[src/rtl/alu_pkg.sv]
// Shared opcodes and FSM state encoding for the multi-cycle ALU.
package alu_pkg;

  localparam logic [2:0] OP_ADD  = 3'b000;
  localparam logic [2:0] OP_SUB  = 3'b001;
  localparam logic [2:0] OP_AND  = 3'b010;
  localparam logic [2:0] OP_OR   = 3'b011;
  localparam logic [2:0] OP_XOR  = 3'b100;
  localparam logic [2:0] OP_SLT  = 3'b101;
  localparam logic [2:0] OP_MULU = 3'b110;
  localparam logic [2:0] OP_DIVU = 3'b111;

  typedef enum logic [1:0] {
    S_IDLE = 2'd0,
    S_ITER = 2'd1,
    S_FIN  = 2'd2
  } state_e;

endpackage

[src/rtl/alu_iter.sv]
// Iterative datapath: shift-add multiply (LSB-first) or restoring divide (MSB-first), one bit per step.
module alu_iter #(
  parameter int WIDTH = 32
) (
  input  logic             Clk,
  input  logic             Clrn,
  input  logic             load_i,
  input  logic             mode_i,
  input  logic             step_i,
  input  logic [WIDTH-1:0] X,
  input  logic [WIDTH-1:0] Y,
  output logic             last_o,
  output logic [WIDTH-1:0] acc_o,
  output logic [WIDTH-1:0] quo_o
);

  localparam int CW = $clog2(WIDTH + 1);

  logic [WIDTH-1:0] acc_q, a_q, b_q;
  logic [WIDTH-1:0] acc_d, a_d, b_d;
  logic [WIDTH-1:0] cur_acc, cur_a, cur_b;
  logic             cur_div, mode_q;
  logic [WIDTH:0]   shifted, diff;
  logic [CW-1:0]    cnt_q;

  // The load edge already performs the first bit, so WIDTH bits finish
  // after WIDTH-1 further steps.
  always_comb begin
    cur_acc = load_i ? '0 : acc_q;
    cur_a   = load_i ? X : a_q;
    cur_b   = load_i ? Y : b_q;
    cur_div = load_i ? mode_i : mode_q;
    shifted = {cur_acc, cur_a[WIDTH-1]};
    diff    = shifted - {1'b0, cur_b};
    if (cur_div) begin
      if (!diff[WIDTH]) begin
        acc_d = diff[WIDTH-1:0];
        a_d   = {cur_a[WIDTH-2:0], 1'b1};
      end else begin
        acc_d = shifted[WIDTH-1:0];
        a_d   = {cur_a[WIDTH-2:0], 1'b0};
      end
      b_d = cur_b;
    end else begin
      acc_d = cur_a[0] ? cur_acc + cur_b : cur_acc;
      a_d   = {1'b0, cur_a[WIDTH-1:1]};
      b_d   = {cur_b[WIDTH-2:0], 1'b0};
    end
  end

  always_ff @(posedge Clk or negedge Clrn) begin
    if (!Clrn) begin
      acc_q  <= '0;
      a_q    <= '0;
      b_q    <= '0;
      mode_q <= 1'b0;
      cnt_q  <= '0;
    end else if (load_i) begin
      acc_q  <= acc_d;
      a_q    <= a_d;
      b_q    <= b_d;
      mode_q <= mode_i;
      cnt_q  <= '0;
    end else if (step_i) begin
      acc_q <= acc_d;
      a_q   <= a_d;
      b_q   <= b_d;
      cnt_q <= cnt_q + CW'(1);
    end
  end

  assign last_o = (cnt_q == CW'(WIDTH - 2));
  assign acc_o  = acc_q;
  assign quo_o  = a_q;

endmodule

[src/rtl/alu_mc.sv]
// Multi-cycle ALU: single-cycle add/sub/logic/slt plus iterative MULU/DIVU.
// Optional remainder output Rem is enabled with `define ALU_REM_EN.
module alu_mc
  import alu_pkg::*;
#(
  parameter int WIDTH = 32
) (
  input  logic             Clk,
  input  logic             Clrn,
  input  logic             Start,
  input  logic [WIDTH-1:0] X,
  input  logic [WIDTH-1:0] Y,
  input  logic [2:0]       Aluc,
  output logic [WIDTH-1:0] R,
  output logic             Z,
  output logic             C,
  output logic             V,
  output logic             Dz,
  output logic             Busy,
  output logic             Done
`ifdef ALU_REM_EN
  ,
  output logic [WIDTH-1:0] Rem
`endif
);

  state_e           state_q;
  logic [2:0]       op_q;
  logic             dz_q;
  logic [WIDTH-1:0] r_q;
  logic             z_q, c_q, v_q, dzf_q, busy_q, done_q;
`ifdef ALU_REM_EN
  logic [WIDTH-1:0] rem_q, x_hold_q;
`endif

  logic             accept, multi, iter_last;
  logic [WIDTH-1:0] iter_acc, iter_quo, quick_r;
  logic             is_sub, ys_eff, ovf, lt, quick_c, quick_v;
  logic [WIDTH:0]   sum;

  // Handshake: a request is taken when Start=1 in IDLE and no Done is showing;
  // Busy covers the whole multi-cycle op, Done pulses once as R/flags update.
  // Blocking Start in the Done cycle keeps Done from ever pulsing twice in a row.
  assign accept = (state_q == S_IDLE) && Start && !done_q;
  assign multi  = (Aluc == OP_MULU) || (Aluc == OP_DIVU);

  always_comb begin
    is_sub  = (Aluc == OP_SUB) || (Aluc == OP_SLT);
    sum     = {1'b0, X} + {1'b0, (is_sub ? ~Y : Y)} + {{WIDTH{1'b0}}, is_sub};
    ys_eff  = is_sub ? ~Y[WIDTH-1] : Y[WIDTH-1];
    ovf     = (X[WIDTH-1] == ys_eff) && (sum[WIDTH-1] != X[WIDTH-1]);
    lt      = sum[WIDTH-1] ^ ovf;
    quick_r = '0;
    quick_c = 1'b0;
    quick_v = 1'b0;
    case (Aluc)
      OP_ADD, OP_SUB: begin
        quick_r = sum[WIDTH-1:0];
        quick_c = sum[WIDTH];
        quick_v = ovf;
      end
      OP_AND:  quick_r = X & Y;
      OP_OR:   quick_r = X | Y;
      OP_XOR:  quick_r = X ^ Y;
      OP_SLT:  quick_r = {{(WIDTH-1){1'b0}}, lt};
      default: quick_r = '0;
    endcase
  end

  alu_iter #(.WIDTH(WIDTH)) u_iter (
    .Clk    (Clk),
    .Clrn   (Clrn),
    .load_i (accept && multi),
    .mode_i (Aluc == OP_DIVU),
    .step_i (state_q == S_ITER),
    .X      (X),
    .Y      (Y),
    .last_o (iter_last),
    .acc_o  (iter_acc),
    .quo_o  (iter_quo)
  );

  always_ff @(posedge Clk or negedge Clrn) begin
    if (!Clrn) begin
      state_q <= S_IDLE;
      op_q    <= OP_ADD;
      dz_q    <= 1'b0;
      r_q     <= '0;
      z_q     <= 1'b1;
      c_q     <= 1'b0;
      v_q     <= 1'b0;
      dzf_q   <= 1'b0;
      busy_q  <= 1'b0;
      done_q  <= 1'b0;
`ifdef ALU_REM_EN
      rem_q    <= '0;
      x_hold_q <= '0;
`endif
    end else begin
      done_q <= 1'b0;
      case (state_q)
        S_IDLE: begin
          if (accept && multi) begin
            op_q    <= Aluc;
            dz_q    <= (Aluc == OP_DIVU) && (Y == '0);
            busy_q  <= 1'b1;
            state_q <= ((Aluc == OP_DIVU) && (Y == '0)) ? S_FIN : S_ITER;
`ifdef ALU_REM_EN
            x_hold_q <= X;
`endif
          end else if (accept) begin
            r_q    <= quick_r;
            z_q    <= (quick_r == '0);
            c_q    <= quick_c;
            v_q    <= quick_v;
            dzf_q  <= 1'b0;
            done_q <= 1'b1;
`ifdef ALU_REM_EN
            rem_q <= '0;
`endif
          end
        end
        S_ITER: begin
          if (iter_last) state_q <= S_FIN;
        end
        S_FIN: begin
          state_q <= S_IDLE;
          busy_q  <= 1'b0;
          done_q  <= 1'b1;
          c_q     <= 1'b0;
          v_q     <= 1'b0;
          dzf_q   <= dz_q;
          if (dz_q) begin
            r_q <= '1;
            z_q <= 1'b0;
          end else if (op_q == OP_DIVU) begin
            r_q <= iter_quo;
            z_q <= (iter_quo == '0);
          end else begin
            r_q <= iter_acc;
            z_q <= (iter_acc == '0);
          end
`ifdef ALU_REM_EN
          rem_q <= dz_q ? x_hold_q : ((op_q == OP_DIVU) ? iter_acc : '0);
`endif
        end
        default: state_q <= S_IDLE;
      endcase
    end
  end

  assign R    = r_q;
  assign Z    = z_q;
  assign C    = c_q;
  assign V    = v_q;
  assign Dz   = dzf_q;
  assign Busy = busy_q;
  assign Done = done_q;
`ifdef ALU_REM_EN
  assign Rem  = rem_q;
`endif

endmodule

[config.mk]
export PLATFORM = sky130hd
export DESIGN_NAME = alu_mc
export DESIGN_NICKNAME = d
export VERILOG_FILES = /design/src/rtl/alu_pkg.sv /design/src/rtl/alu_iter.sv /design/src/rtl/alu_mc.sv
export SDC_FILE = /design/constraint.sdc
export NUM_CORES = 1
export LEC_CHECK = 0
export ABC_AREA = 1
export BUFFER_PORTS_ARGS = -buffer_cell sky130_fd_sc_hd__buf_2
export CAP_MARGIN = 25
export CORE_ASPECT_RATIO = 1.1
export CORE_MARGIN = 1
export CORE_UTILIZATION = 39
export CTS_BUF_LIST = sky130_fd_sc_hd__clkbuf_8
export DETAILED_ROUTE_END_ITERATION = 10
export PLACE_DENSITY = 0.66
export SYNTH_ARGS = -nofsm -noshare
export SYNTH_HDL_FRONTEND = slang
export SYNTH_SLANG_ARGS = --single-unit
[constraint.sdc]
create_clock -name Clk -period 4.4 [get_ports Clk]
set_input_delay 0.44 -clock Clk [delete_from_list [all_inputs] [get_ports Clk]]
set_output_delay 0.44 -clock Clk [all_outputs]
set_load 0.01 [all_outputs]
==> impl_metrics.yaml, run 1 <==
place:
  portBuffers: 107
  dp_hpwl_um: 54450
  gp_congestion: 0.9807
  dp.cells: 3150
setup_path:
  regToRegEndpoint: "u_iter.acc_o[27]"
  cp_max_fo: 24
  crit_family: "compound AO/OA/AOI/OAI gates"
  crit_path_top_delay_cell: "o21ai_0"
  crit_path_max_incr_delay_ns: 0.60
  crit_chain: "nor2_2 > nand2_1 > nor2_4 > nand2_4 > o21ai_0 > inv_1 > ha_1 > nand2_1 > inv_1 > a21oi_1 > o21bai_1 > a21oi_1 > o21ai_0 > nand4_1 > nand3_1 > nand3_1 > nand3_1 > nand3_1"
  ff2ff_path_depth: 18
  r2r-start: "state_q[0]"
  critPathLaunchType: "flop"
  crit_top_cell: "nand3_1"
  path_buf_inv: 2
  critPathRequiredTime_ns: 4.77
  crit_type: "reg2reg"
  end_kind: "flop"
  arrival_ns: 4.51
  r2r_setup_slack_ns: 0.26
routing:
  viasPerCell: 5.680
  drt_wl_total_um: 67670
  drc: 0
  avgRoutedWirePerCell_um: 21.25
  vias: 18092
  firstDrtPassIters: 6
  final_antenna_net_count: 0
  drtIter0Drc: 1748
layout:
  layout_common_cells: "nand2_1 (645), inv_1 (354), o21ai_0 (203)"
  fin_util: 0.4491
  areaGrowthSynthToFinish_pct: 12.65
  drive_gt1_frac: 0.1061
  stdcell_count: 3185
  final_common_cell: "nand2_1"
  final_nets: 2850
global_route:
  first_global_vias: 17595
  grt-ovfl-total: 0
  grt_max_degree: 85
  antenna_found_initial: 2
  grt_pass1_wl_um: 102700
  track_usage: 0.3200
job:
  maxCapViolations: 0
floorplanning:
  die_area_um2: 42280
  coreArea_um2: 40560
  rows: 77
  io_pins: 108
  start_util: 0.3987
  die_h_um: 215.6
  die_w_um: 196.2
timing:
  rsz0062_at_grt: "no"
  period_needed_ns: 4.137
  fmax_mhz: 241.7
  drv_slew: 0
  fin_hold_ws_ns: 0.00002898
  setup_viol_count_final: 0
  maxSlewHeadroom: 0.3891
  tightest_slew_ns: 0.9138
  hold_viol_final: 0
  finalCritPeriodShare: 0.9402
  clock_skew_ns: 0.01436
  fin_setup_tns_ns: 0
synth:
  syn_inst: 2491
  ys_ff_latch: 147
  avgSynthCellArea_um2: 6.492
  synth_warnings: 0
  synthArstFlopShare: 1.000
  synth_area_um2: 16170
  ys.flop_type: "dfrtp_1"
  synth_cell_types: 59
  ys_seq_area_frac: 0.2276
  synth_nets: 2724
  synth_edf_count: 0
cts:
  clock-sinks: 147
  ctsHoldBuffers: 0
  postCtsSetupBuffers: 0
  cts_tree: "yes"
  ctsResizeCount: 0
  root_buffer: "clkbuf_8"
  h-tree-depth: 4
  insertion_delay_ns: 0.50
  clk_pin_slew_ns: 0.09
  cts-buffers-inserted: 17
  clockBufferDepth: 2
run_status:
  outcome: "finished clean"
pwr:
  ir_worst_vdd_uv: 460.8
  pwr_density_cell_nw_per_um2: 676.0
  p_leak_uw: 0.009587
worst_hold_path:
  hold_class: "in2async"
[per-layer routing]
layer / up-vias / GRT usage / share of wire
li1: 8622 / - / -
met1: 8541 / 0.4149 / 0.42
met2: 792 / 0.5350 / 0.47
met3: 137 / 0.02704 / 0.063
met4: 0 / 0.1552 / 0.047
met5: - / 0 / 0
[worst register-to-register path: stages (launching register included)]
cell and delay, ns:
dfrtp_1 0.43, nor2_2 0.16, nand2_1 0.11, nor2_4 0.14, nand2_4 0.21, o21ai_0 0.38
inv_1 0.16, ha_1 0.44, nand2_1 0.09, inv_1 0.05, a21oi_1 0.10, o21bai_1 0.29
a21oi_1 0.18, o21ai_0 0.60, nand4_1 0.26, nand3_1 0.13, nand3_1 0.10, nand3_1 0.09
nand3_1 0.10
[cells in the mapped netlist, types with 28 or more instances]
cell	number	area (um^2)
nor2_1	161	604.3
o211ai_1	36	270.3
o21ai_0	212	1061
nor3_1	28	140.1
inv_1	353	1325
nand2_1	646	2425
xor2_1	46	402.9
a221oi_1	32	280.3
nand3_1	130	650.6
ha_1	160	2002
a21oi_1	158	790.8
o221ai_1	43	376.6
clkbuf_1	48	180.2
nand4_1	35	219.0
o21ai_1	28	140.1
dfrtp_1	146	3654
[worst max path at each step]
stage	depth (start not counted)	start	slack [ns]	end
final	18	state_q[0]	0.26	u_iter.acc_o[27]
after global routing	22	state_q[0]	0.004	u_iter.acc_o[31]
after CTS	19	state_q[0]	0.23	u_iter.acc_o[13]
after detailed placement	22	Aluc[1]	0.18	u_iter.acc_o[2]
after global placement	23	Aluc[1]	0.24	u_iter.acc_o[31]
after floorplan	24	state_q[1]	0.68	u_iter.acc_o[14]
[final cells by class]
type                       instances  area (um^2)
antenna                            2        5.005
clock buffer                      18        247.7
clock inverter                    14        172.7
fill                            4286        22340
inverter                         363         1368
multi-input combinational       1897        10800
sequential                       147         3680
tap                              553        691.9
timing repair buffer             191         1250
[cells by family (layout without fill, tap and decap cells)]
kind of cell	Yosys count	after routing	share of synthesized area
AO/OA/AOI/OAI	604	604	0.2253
AND/OR/NAND/NOR	1069	1069	0.2794
flip-flops	147	147	0.2276
XOR/XNOR	61	61	0.03304
other	0	2	0
adder cells (fa/ha/maj)	163	163	0.1275
buffers and inverters	447	586	0.1072
[per-stage QoR]
| step | instance area (um^2) | total power (uW) | setup WS, ns |
|---|---|---|---|
| final | 18220 | 12310 | 0.2631 |
| after CTS | 18170 | 12070 | 0.2337 |
| after global routing | 18210 | 13320 | 0.004106 |
| after detailed placement | 17750 | 10860 | 0.1800 |
| after global placement | 17730 | 10770 | 0.2381 |
| after floorplan | 16170 | 8147 | 0.6849 |
[registers in the layout, summed over array words and instances (netlist names), 2 cells and up]
register and cells:
u_iter.quo_o 32, u_iter.b_q 32, R 32, u_iter.acc_o 32
state_q 2, u_iter.cnt_q 6, op_q 3
[power breakdown]
group / internal (uW) / leakage (uW) / switching (uW) / total, uW
sequential: 1890 / 0.00191 / 406 / 2300
clock: 580 / 0.000204 / 603 / 1180
combinational: 2920 / 0.00747 / 5920 / 8840
(Power assumes the default switching activity.)
==> run 2: changes to the inputs <==
--- a/config.mk
+++ b/config.mk
@@ -8,12 +8,14 @@
 export ABC_AREA = 1
 export BUFFER_PORTS_ARGS = -buffer_cell sky130_fd_sc_hd__buf_2
 export CAP_MARGIN = 25
+export CELL_PAD_IN_SITES_DETAIL_PLACEMENT = 1
+export CELL_PAD_IN_SITES_GLOBAL_PLACEMENT = 1
 export CORE_ASPECT_RATIO = 1.1
 export CORE_MARGIN = 1
 export CORE_UTILIZATION = 39
 export CTS_BUF_LIST = sky130_fd_sc_hd__clkbuf_8
 export DETAILED_ROUTE_END_ITERATION = 10
-export PLACE_DENSITY = 0.66
+export PLACE_DENSITY = 0.84
 export SYNTH_ARGS = -nofsm -noshare
 export SYNTH_HDL_FRONTEND = slang
 export SYNTH_SLANG_ARGS = --single-unit
==> impl_metrics.yaml, run 2 (synthesized netlist as in run 1, its figures left out) <==
layout:
  stdcell_count: 3176
  fill_cells: 5505
  drive_gt1_frac: 0.1041
  diodes: 0
  final_common_cell: "nand2_1"
  final_nets: 2843
  areaGrowthSynthToFinish_pct: 12.02
  layout_common_cells: "nand2_1 (645), inv_1 (354), o21ai_0 (200)"
cts:
  clockBufferDepth: 2
  cts_tree: "yes"
  clk_pin_slew_ns: 0.09
  clock-sinks: 147
  postCtsSetupBuffers: 0
  h-tree-depth: 4
  root_buffer: "clkbuf_8"
  cts-buffers-inserted: 17
  insertion_delay_ns: 0.51
pwr:
  finalPower_uw: 12610
  comb_power_share: 0.721
  ir_worst_vdd_uv: 612.8
  p_int_uw: 5413
  pwr-share-seq: 0.186
  pwr_density_cell_nw_per_um2: 696.0
  switching_share: 0.5707
  p_leak_uw: 0.009541
  switchingPower_uw: 7196
  clkPwrFrac: 0.092
routing:
  avgRoutedWirePerCell_um: 22.91
  vias: 18358
  wl_met1_um: 31220
  met2WireLength_um: 34920
  drtIter0Drc: 1221
  met3_length_um: 3333
  firstDrtPassIters: 5
  final_antenna_net_count: 0
  viasPerCell: 5.780
  drc: 0
  highest_layer: "met4"
  drt_wl_total_um: 72750
setup_path:
  r2r-start: "state_q[1]"
  critical_path.startpoint: "state_q[1]"
  path_buf_inv: 2
  ff2ff_path_depth: 18
  crit_type: "reg2reg"
  cp_max_fo: 42
  crit_path_max_incr_delay_ns: 0.52
  crit_cells: 18
  critPathLaunchType: "flop"
  crit_path_end: "u_iter.acc_o[29]"
  critPathRequiredTime_ns: 4.78
  crit_path_top_delay_cell: "nor4_1"
  r2r_setup_slack_ns: 0.21
  regToRegEndpoint: "u_iter.acc_o[29]"
  arrival_ns: 4.56
  crit_family: "simple AND/OR/NAND/NOR gates"
  end_kind: "flop"
  crit_chain: "nor2_2 > nand2_1 > nor2_4 > nand2_4 > buf_4 > o21ai_1 > inv_1 > ha_1 > nand2_1 > nor4_1 > nand3b_1 > nand3_1 > a21o_1 > nand2_1 > nand3_1 > nand3_1 > nand3_1 > o211ai_1"
  crit_top_cell: "nand3_1"
timing:
  tightest_slew_ns: 1.044
  setup_viol_count_final: 0
  fmax_mhz: 238.9
  rsz0062_at_grt: "no"
  hold_viol_final: 0
  fin_setup_tns_ns: 0
  period_needed_ns: 4.187
  finalCritPeriodShare: 0.9515
  maxSlewHeadroom: 0.3033
  fin_hold_ws_ns: 0.3491
  clock_skew_ns: 0.01218
  drv_slew: 0
worst_hold_path:
  hp-start: "X[31]"
  hold_class: "in2reg"
run_status:
  outcome: "finished clean"
floorplanning:
  start_util: 0.3987
  die_h_um: 215.6
  die_area_um2: 42280
  die_w_um: 196.2
  coreArea_um2: 40560
  io_pins: 108
  rows: 77
job:
  maxCapViolations: 0
place:
  dp.cells: 3142
  dp_hpwl_um: 59210
  gp_congestion: 0.9580
  portBuffers: 107
global_route:
  grt_pass1_wl_um: 110900
  track_usage: 0.3447
  grt_max_degree: 80
  grt-ovfl-total: 0
  antenna_found_initial: 2
  first_global_vias: 18948
==> run 2: cell types whose count changed in the layout (fill, tap and decap cells not counted), sizes merged <==
cell         delta
diode           -2
clkinv          +2
clkbuf          +3
buf             -8
bufinv          -1
inv             -3
clkinvlp        -1
dlygate4sd3     +1
==> run 2: worst min path at each step <==
stage	end	depth (start not counted)
after CTS	V	3
after global routing	V	3
after global placement	R[29]	2
after floorplan	Busy	0
after detailed placement	R[10]	2
final	V	3
==> run 2: metrics by stage <==
step | cell area [um^2] | utilization | setup WS, ns
final | 18110 | 0.4466 | 0.2133
after global routing | 18110 | 0.4466 | 0.005615
after CTS | 18090 | 0.4461 | 0.1004
after detailed placement | 17670 | 0.4356 | 0.06413
after global placement | 17670 | 0.4356 | 0.03260
after floorplan | 16170 | - | 0.6849
==> run 2: worst reg2reg max path, stage by stage (launching register included) <==
cell	delay, ns
dfrtp_1	0.41
nor2_2	0.17
nand2_1	0.11
nor2_4	0.13
nand2_4	0.17
buf_4	0.34
o21ai_1	0.33
inv_1	0.17
ha_1	0.42
nand2_1	0.17
nor4_1	0.52
nand3b_1	0.13
nand3_1	0.25
a21o_1	0.19
nand2_1	0.10
nand3_1	0.09
nand3_1	0.13
nand3_1	0.11
o211ai_1	0.12
==> run 2: power groups by stage <==
stage	logic [uW]	clock network (uW)	registers [uW]
floorplan	5910	0	2240
global placement	8680	0	2320
detailed placement	8920	0	2350
CTS	8980	1180	2320
global route	10000	1220	2380
finish	9090	1170	2350
==> run 2: cell type report <==
class | count | area, um^2 | area share
flip-flops and latches | 147 | 3680 | 0.2031
multi-input cells | 1897 | 10800 | 0.5962
clock inverters | 11 | 126.4 | 0.006976
repair buffers | 184 | 1160 | 0.06403
inverters | 363 | 1368 | 0.07549
clock buffers | 21 | 289.0 | 0.01596
well taps | 553 | 691.9 | 0.03820
==> run 2: layer usage <==
metal	vias to the layer above	track usage
met1	9044	0.4399
met4	0	0.1565
met2	575	0.5900
li1	8595	-
met5	-	0
met3	144	0.02875
==> run 2: what timing repair did <==
| item | 4_1_cts | 5_1_grt |
|---|---|---|
| endpoints found under the hold margin | 25 | 0 |
| resized for setup | 0 | 15 |
| setup endpoints to repair | 0 | 32 |
| hold buffers | 1 | 0 |
